<file path="config.mk">
export PLATFORM = sky130hd
export DESIGN_NAME = execute
export DESIGN_NICKNAME = d
export VERILOG_FILES = /design/src/rtl/cpu_pkg.sv /design/src/rtl/alu.sv /design/src/rtl/execute.sv
export SDC_FILE = /design/constraint.sdc
export NUM_CORES = 1
export LEC_CHECK = 0
export CAP_MARGIN = 20
export CORE_MARGIN = 5
export CORE_UTILIZATION = 45
export CTS_BUF_LIST = sky130_fd_sc_hd__clkbuf_8 sky130_fd_sc_hd__clkbuf_16
export CTS_CLUSTER_DIAMETER = 200
export DETAILED_ROUTE_END_ITERATION = 8
export PLACE_DENSITY = 0.63
export SETUP_SLACK_MARGIN = 0.15
export SKIP_LAST_GASP = 1
export SLEW_MARGIN = 20
export SYNTH_ARGS = -nofsm -noshare
export SYNTH_HDL_FRONTEND = slang
export SYNTH_SLANG_ARGS = --single-unit
</file>
<file path="constraint.sdc">
create_clock -name clk -period 80.7 [get_ports clk]
set_clock_uncertainty 0.2 [all_clocks]
set_input_delay 16.14 -clock clk [delete_from_list [all_inputs] [get_ports clk]]
set_output_delay 16.14 -clock clk [all_outputs]
set_load 0.005 [all_outputs]
</file>
<file path="src/rtl/cpu_pkg.sv">
//------------------------------------------------------------------------------
// Module      : cpu_pkg
// Description : Shared widths and encodings for the 19-bit pipelined processor.
// Revision    : 1.0
//------------------------------------------------------------------------------
`default_nettype none

package cpu_pkg;

    localparam int DATA_W = 19;
    localparam int PC_W   = 15;
    localparam int REG_W  = 5;

    typedef enum logic [2:0] {
        ALU_ADD = 3'b000,
        ALU_SUB = 3'b001,
        ALU_MUL = 3'b010,
        ALU_DIV = 3'b011,
        ALU_MOD = 3'b100,
        ALU_AND = 3'b101,
        ALU_OR  = 3'b110,
        ALU_XOR = 3'b111
    } alu_op_t;

    // Writeback source select carried through to the W stage
    localparam logic [1:0] RESULT_ALU = 2'b00;
    localparam logic [1:0] RESULT_MEM = 2'b01;
    localparam logic [1:0] RESULT_PC  = 2'b10;

endpackage

`default_nettype wire

</file>
<file path="src/rtl/alu.sv">
//------------------------------------------------------------------------------
// Module      : alu
// Description : Single-cycle unsigned ALU for the execute stage.
// Revision    : 1.0
//------------------------------------------------------------------------------
`default_nettype none

module alu
    import cpu_pkg::*;
(
    input  logic [DATA_W-1:0] a,
    input  logic [DATA_W-1:0] b,
    input  alu_op_t           op,
    output logic [DATA_W-1:0] result,
    output logic              zero
);

    localparam logic [DATA_W-1:0] C_ALL_ONES = '1;

    logic w_bIsZero;
    assign w_bIsZero = (b == '0);

    always_comb begin
        result = '0;
        case (op)
            ALU_ADD: result = a + b;
            ALU_SUB: result = a - b;
            ALU_MUL: result = a * b;
            // Divide-by-zero results are architectural, not traps
            ALU_DIV: result = w_bIsZero ? C_ALL_ONES : (a / b);
            ALU_MOD: result = w_bIsZero ? a : (a % b);
            ALU_AND: result = a & b;
            ALU_OR:  result = a | b;
            ALU_XOR: result = a ^ b;
            default: result = '0;
        endcase
    end

    assign zero = (result == '0);

endmodule

`default_nettype wire

</file>
<file path="src/rtl/execute.sv">
//------------------------------------------------------------------------------
// Module      : execute
// Description : Execute stage: operand select, ALU, branch resolve, E/M register.
// Revision    : 1.0
//------------------------------------------------------------------------------
`default_nettype none

module execute
    import cpu_pkg::*;
(
    input  logic              clk,
    input  logic              reset,
    input  logic              RegWriteE,
    input  logic              MemWriteE,
    input  logic              JumpE,
    input  logic              BranchE,
    input  logic              ALUSrcE,
    input  logic [1:0]        ResultSrcE,
    input  logic [2:0]        ALUControlE,
    input  logic [DATA_W-1:0] RD1E,
    input  logic [DATA_W-1:0] RD2E,
    input  logic [DATA_W-1:0] ImmExtE,
    input  logic [PC_W-1:0]   PCE,
    input  logic [REG_W-1:0]  RDE,
    input  logic [DATA_W-1:0] ResultW,
    output logic              PCSrcE,
    output logic [PC_W-1:0]   PCTargetE,
    output logic              RegWriteM,
    output logic              MemWriteM,
    output logic [1:0]        ResultSrcM,
    output logic [REG_W-1:0]  RDM,
    output logic [DATA_W-1:0] WriteDataM,
    output logic [DATA_W-1:0] ALUResultM
);

    logic [DATA_W-1:0] w_srcB;
    logic [DATA_W-1:0] w_aluResult;
    logic              w_zero;

    // Forwarding hook not yet wired into the operand path
    logic w_unusedResultW;
    assign w_unusedResultW = ^ResultW;

    assign w_srcB = ALUSrcE ? ImmExtE : RD2E;

    alu u_alu (
        .a      (RD1E),
        .b      (w_srcB),
        .op     (alu_op_t'(ALUControlE)),
        .result (w_aluResult),
        .zero   (w_zero)
    );

    assign PCSrcE    = JumpE | (BranchE & w_zero);
    assign PCTargetE = PCE + ImmExtE[PC_W-1:0];

    logic              r_regWrite;
    logic              r_memWrite;
    logic [1:0]        r_resultSrc;
    logic [REG_W-1:0]  r_rd;
    logic [DATA_W-1:0] r_writeData;
    logic [DATA_W-1:0] r_aluResult;

    always_ff @(posedge clk) begin
        if (reset) begin
            r_regWrite  <= 1'b0;
            r_memWrite  <= 1'b0;
            r_resultSrc <= '0;
            r_rd        <= '0;
            r_writeData <= '0;
            r_aluResult <= '0;
        end else begin
            r_regWrite  <= RegWriteE;
            r_memWrite  <= MemWriteE;
            r_resultSrc <= ResultSrcE;
            r_rd        <= RDE;
            r_writeData <= RD2E;
            r_aluResult <= w_aluResult;
        end
    end

    assign RegWriteM  = r_regWrite;
    assign MemWriteM  = r_memWrite;
    assign ResultSrcM = r_resultSrc;
    assign RDM        = r_rd;
    assign WriteDataM = r_writeData;
    assign ALUResultM = r_aluResult;

endmodule

`default_nettype wire

</file>
==> results of run 1 <==
## sequential cells by signal (all words and copies together), names as in the netlist
name and count:
ALUResultM 19, MemWriteM 1, RDM 5, ResultSrcM 2, RegWriteM 1, WriteDataM 19
## timing repair
item / 4_1_cts / 5_1_grt
buffers inserted: 0 / 0
resized for setup: 0 / 10
endpoints found under the hold margin: 0 / 0
endpoints found under the setup margin: 0 / 1
## layer usage
layer | up-vias | GRT usage [%]
li1 | 11000 | -
met1 | 11500 | 46.4
met4 | 0 | 12.3
met2 | 1330 | 55.8
met3 | 237 | 5.64
met5 | - | 0
## cell type report
cell class                 count  area [sq um]
antenna                        1          2.50
clock buffer                   5           125
clock inverter                 3          46.3
fill                        4851         23400
inverter                     278          1050
multi-input combinational   2615         19600
sequential                    47           941
tap                          615           769
timing repair buffer         207          1920
## cells in the final DEF, fill, tap and decap left out, types with 21 or more instances in the layout
master and instances:
nand2_1 363, ha_1 326, nor2_1 286, inv_1 268
a21oi_1 220, o21ai_0 199, clkdlybuf4s50_1 149, xnor2_1 148
fa_1 126, nor3_1 76, a21o_1 61, nand3_1 60
buf_4 56, o21a_1 52, nor2b_1 51, xor2_1 51
dfxtp_1 47, o211ai_1 39, nand2b_1 38, a31oi_1 34
or3_1 33, mux2i_1 25, and2_1 21, a211oi_1 21
## worst paths after layout
check    start  endpoint  slack, ps
min     RDE[1]    RDM[1]      16160
max    ALUSrcE    PCSrcE       3020
## logic make-up (layout without fill, tap and decap cells)
logic type      Yosys count  in the layout
compound gates          867            867
buf+inv                 381            493
flops                    47             47
xor+xnor                199            199
fa+ha+maj               452            452
mux                      50             50
other cells               0              1
simple gates           1047           1047
## through the flow
step	instances	hold slack [ps]
2_1_floorplan	3043	16070
3_3_place_gp	3762	16500
3_5_place_dp	3762	16500
4_1_cts	3770	16160
5_1_grt	3770	16170
6_report	3771	16160
## critical path: cells and delay by family
| kind | cells | cell delay, ps |
|---|---|---|
| AO/OA/AOI/OAI | 80 | 26640 |
| adder cells (fa/ha/maj) | 18 | 6130 |
| buffers and inverters | 15 | 3380 |
| multiplexers | 2 | 420 |
| AND/OR/NAND/NOR | 36 | 8470 |
## power by group
| part | switching [mW] | internal (mW) |
|---|---|---|
| Combinational | 0.327 | 0.220 |
| Clock | 0.0139 | 0.0149 |
| Sequential | 0.000775 | 0.0266 |
==> metrics.md, run 1 <==
| Metric | Value |
|---|---|
| Port bufs | `151` |
| H-tree Lvls | `2` |
| Syn avg cell area | `just over 7 sq um` |
| Num ports | `around 170` |
| Slowest Stage Delay on Critical Path | `840 ps` |
| Root Buffer | `clkbuf_16` |
| Synthesized flop and latch total | `47` |
| Fin. Hold Viols | `0` |
| CP max stage cell | `o31ai_1` |
| WL met2 | `41.5 mm` |
| Fin util | `between 50 and 60%` |
| Slew headroom | `between 30% and 40%` |
| Fin nets | `roughly 3700` |
| MaxCap Viol Count | `0` |
| Vias per cell | `roughly 6.4` |
| # hold bufs at CTS | `0` |
| Cell Area, Placed | `about 24000 sq um` |
| CTS tree | `yes` |
| Area Overhead vs Synth | `11.7%` |
| Detail Route met3 WL | `10.2 mm` |
| Core Region | `47800 sq um` |
| WL/cell | `25.2 um` |
| Final Max Tran Viols | `0` |
| DR iter-0 viols | `2542` |
| Synthesis Warnings | `0` |
| Complex-gate fraction of the synthesized area | `roughly a quarter` |
| Tot Pwr | `603 uW` |
| Post-route cell area | `24400 sq um` |
| Initial antenna violation count | `2` |
| Mux share of post-synthesis cell area | `2.41%` |
| Synthesized cell area | `21900 sq um` |
| Period minus WS final | `a little under 80000 ps` |
| Fmax | `roughly 13 MHz` |
| CP max FO | `50` |
| Initial Util | `45.7%` |
| Chip width | `around 230 um` |
| Routed wire length | `95.1 mm` |
| Residual DRC count | `0` |
| Largest net degree at the start of global routing | `between 50 and 60` |
| Total track usage | `34.4%` |
| Nature of the critical path startpoint | `input port` |
| Vias in the first global route | `23100` |
| TritonCTS Buffers | `5` |
| Top cell type by total area after synthesis | `ha_1` |
| Synth Area in XOR/XNOR | `7.97%` |
| Async set-reset flop share out of synthesis | `0%` |
| CP Data Arrival Time | `61340 ps` |
| Outcome | `completed` |
| CP endpoint kind | `output pin` |
| CP Class | `in2out` |
| Setup slack at placement | `approximately 2800 ps` |
| TritonCTS Sinks | `47` |
| Leak | `roughly 11 nW` |
| Pwr Density | `24.7 nW/um^2` |
| Die area | `53100 sq um` |
| Layout cells sized above 1 | `approximately 5.0%` |
| Router iterations before antenna repair | `6` |
| Post-route ant nets | `0` |
| Post-synth EDFFs | `0` |
| Actual transition at the worst max-transition pin | `1010 ps` |
| Gpl congestion | `just over 1` |
| Die H | `230 um` |
| Row cnt | `80` |
| HP Class | `in2reg` |
| RSZ-0062 raised after global routing | `no` |
| Hold path depth | `2` |
| Dominant synthesized flop cell | `dfxtp_1` |
| Post-DP HPWL | `about 75 mm` |
| Maximum VDD drop | `0.0000501 V` |
| Synth Area in Simple Gates | `around 22%` |
| Syn_nets | `3603` |
| Most Frequent Cell on Critical Path | `ha_1` |
| Via count | `24100` |
| Worst EP required | `~64000 ps` |
| Max Used Layer | `met4` |
| Clock buffer depth | `2` |
| Mapped Cells | `3043` |
| GRT overflow | `0` |
| Post-synthesis sequential area ratio | `4.31%` |
| Worst setup margin | `3020 ps` |
| Most frequent cells after synthesis | `nand2_1 (363), ha_1 (326), nor2_1 (287), inv_1 (268), a21oi_1 (222)` |
| Yosys cell types | `98` |
| Share of the synthesized area in the top cell type | `18.7%` |
| Largest family of logic cells by synthesized area | `adder cells` |
| Clock Pin Slew Worst Setup and Hold Paths | `100 ps` |
| Final worst path period share | `96.3%` |
| Largest cells by area after synthesis | `ha_1 (19%), fa_1 (12%), nand2_1 (6.2%)` |
| Setup TNS | `0 ps` |
| Final setup viols | `0` |
| Post-synthesis adder-cell area fraction | `between 30% and 40%` |
| Count leader, synth | `nand2_1` |
| First-pass GRT wire length | `~140 mm` |
| Met1 wire length | `39.1 mm` |
(Power assumes the default switching activity.)
==> run 2, diff against run 1 <==
--- a/config.mk
+++ b/config.mk
@@ -6,12 +6,13 @@
 export NUM_CORES = 1
 export LEC_CHECK = 0
 export CAP_MARGIN = 20
-export CORE_MARGIN = 5
-export CORE_UTILIZATION = 45
+export CORE_MARGIN = 2
+export CORE_UTILIZATION = 55
 export CTS_BUF_LIST = sky130_fd_sc_hd__clkbuf_8 sky130_fd_sc_hd__clkbuf_16
 export CTS_CLUSTER_DIAMETER = 200
 export DETAILED_ROUTE_END_ITERATION = 8
-export PLACE_DENSITY = 0.63
+export PLACE_DENSITY = 0.75
+export RECOVER_POWER = 100
 export SETUP_SLACK_MARGIN = 0.15
 export SKIP_LAST_GASP = 1
 export SLEW_MARGIN = 20
==> run 2 against run 1 <==
Compared with the run above:
- wire length decreased by 5.6%
- core utilization increased by 11 points
- critical path depth fell by 4
- sequential power about the same
- the flow now finishes with violations (capacitance limit, slew limit)
- critical endpoint unchanged
- global-route usage grew 8.2 points
- design area decreased by 0.52%
==> metrics.md, run 2 (synthesis gave the netlist of run 1 again) <==
| Metric | Value |
|---|---|
| H-tree Lvls | `2 (unchanged)` |
| Maximum VDD drop | `0.0000495 V (was 0.0000501 V)` |
| Die H | `203 um (was 230 um)` |
| Residual DRC count | `0 (unchanged)` |
| Worst setup margin | `2860 ps (was 3020 ps)` |
| Die area | `41300 sq um (was 53100 sq um)` |
| Chip width | `203 um (was 230 um)` |
| CP Class | `in2out (unchanged)` |
| Layout cells sized above 1 | `5.01% (was 5.04%)` |
| Area Overhead vs Synth | `11.1% (was 11.7%)` |
| TritonCTS Sinks | `47 (unchanged)` |
| Fin. Hold Viols | `0 (unchanged)` |
| Num ports | `171 (unchanged)` |
| MaxCap Viol Count | `1 (was 0)` |
| Worst EP required | `64360 ps (about the same)` |
| CTS tree | `yes (unchanged)` |
| Router iterations before antenna repair | `8 (was 6)` |
| Port bufs | `151 (unchanged)` |
| WL/cell | `24.4 um (was 25.2 um)` |
| Core Region | `39500 sq um (was 47800 sq um)` |
| Post-DP HPWL | `70.3 mm (was 74.7 mm)` |
| Vias in the first global route | `23400 (was 23100)` |
| Clock buffer depth | `2 (unchanged)` |
| Top delay family on crit path | `compound AO/OA/AOI/OAI gates (unchanged)` |
| HP Class | `in2reg (unchanged)` |
| Gpl congestion | `1.06 (was 1.01)` |
| Setup slack at placement | `3320 ps (was 2830 ps)` |
| CP max stage cell | `o31ai_1 (unchanged)` |
| CP max FO | `34 (was 50)` |
| Post-route ant nets | `0 (unchanged)` |
| CP endpoint kind | `output pin (unchanged)` |
| Fmax | `12.8 MHz (was 12.9 MHz)` |
| TritonCTS Buffers | `5 (unchanged)` |
| Most common cell after layout, fill and taps aside | `nand2_1 (unchanged)` |
| Post-route cell area | `24300 sq um (was 24400 sq um)` |
| Slowest Stage Delay on Critical Path | `740 ps (was 840 ps)` |
| Clock Pin Slew Worst Setup and Hold Paths | `70 ps (was 100 ps)` |
| Post-CTS setup buffers | `0 (unchanged)` |
| GRT overflow | `0 (unchanged)` |
| Outcome | `finished with violations (was completed)` |
| Post-CTS sizing | `0 (unchanged)` |
| Fillers | `3692 (was 4851)` |
| Most Frequent Cell on Critical Path | `ha_1 (unchanged)` |
| Nature of the critical path startpoint | `input port (unchanged)` |
| Vias per cell | `6.60 (was 6.38)` |
| Worst Path Buf+Inv | `13 (was 15)` |
| Setup TNS | `0 ps (unchanged)` |
| Final Max Tran Viols | `48 (was 0)` |
| Leak | `11.1 nW (was 11.0 nW)` |
| Failing checks | `capacitance limit, slew limit` |
| RSZ-0062 raised after global routing | `no (unchanged)` |
| Hold Crit Start | `ResultSrcE[1] (was RDE[1])` |
| Via count | `24300 (was 24100)` |
| Period minus WS final | `77840 ps (was 77680 ps)` |
| Root Buffer | `clkbuf_16 (unchanged)` |
| Total track usage | `42.6% (was 34.4%)` |
| First-pass GRT wire length | `135 mm (was 142 mm)` |
| Initial Util | `55.4% (was 45.7%)` |
| CP Data Arrival Time | `61500 ps (was 61340 ps)` |
| Slew headroom | `-67.3% (was 32.7%)` |
| Final worst path period share | `96.5% (was 96.3%)` |
| Largest net degree at the start of global routing | `48 (was 51)` |
| DR iter-0 viols | `2676 (was 2542)` |
| Initial antenna violation count | `3 (was 2)` |
| Cell Area, Placed | `24100 sq um (was 24200 sq um)` |
| Hold path depth | `2 (unchanged)` |
| Hold endpoint | `ResultSrcM[1] (was RDM[1])` |
| Pwr Density | `24.3 nW/um^2 (was 24.7 nW/um^2)` |
| Row cnt | `73 (was 80)` |
| Commonest cells after routing, fill and taps aside | `nand2_1 (362), ha_1 (326), nor2_1 (285), inv_1 (268), a21oi_1 (221) (was nand2_1 (363), ha_1 (326), nor2_1 (286), inv_1 (268), a21oi_1 (220))` |
| Fin nets | `3713 (was 3714)` |
| Final setup viols | `0 (unchanged)` |
| Routed wire length | `89.8 mm (was 95.1 mm)` |
| # hold bufs at CTS | `0 (unchanged)` |
| Hold WS | `16190 ps (was 16160 ps)` |
| Actual transition at the worst max-transition pin | `2510 ps (was 1010 ps)` |
| Fin util | `61.6% (was 51.0%)` |
[run 2: cell type report]
type                    count  area (sq um)  area share [%]
clock inverters             3          47.5           0.196
well taps                 525           657            2.70
clock buffers               5           125           0.515
multi-input cells        2615         19600            80.5
repair buffers            206          1910            7.88
inverters                 278          1040            4.30
flip-flops and latches     47           941            3.87
diodes                      2          5.00          0.0206
[run 2: routing by layer]
layer  wire, um  GRT usage, %
met1      34400          53.0
met2      38300          67.4
met3      10300          9.03
met4       6780          26.5
met5         13             0
[run 2: per-stage QoR]
step	std cells	power, mW
final	3681	0.591
after global routing	3679	0.637
after CTS	3679	0.576
after detailed placement	3671	0.546
after global placement	3671	0.537
after floorplan	3043	0.406
[run 2: how the worst max path moves through the flow]
stage | to | cells past startpoint | from | slack [ps]
finish | PCSrcE | 147 | ALUSrcE | 2860
global route | PCSrcE | 146 | ALUSrcE | 150
CTS | PCSrcE | 147 | ALUSrcE | 3180
detailed placement | PCSrcE | 147 | ALUSrcE | 3320
global placement | PCSrcE | 147 | ALUSrcE | 4170
floorplan | PCSrcE | 163 | ALUSrcE | 13000
[run 2: power breakdown]
part	switching (mW)	total (mW)	leakage, nW	internal, mW
Clock	0.0112	0.0260	0.0844	0.0148
Combinational	0.319	0.538	10.6	0.219
Sequential	0.000679	0.0272	0.391	0.0266
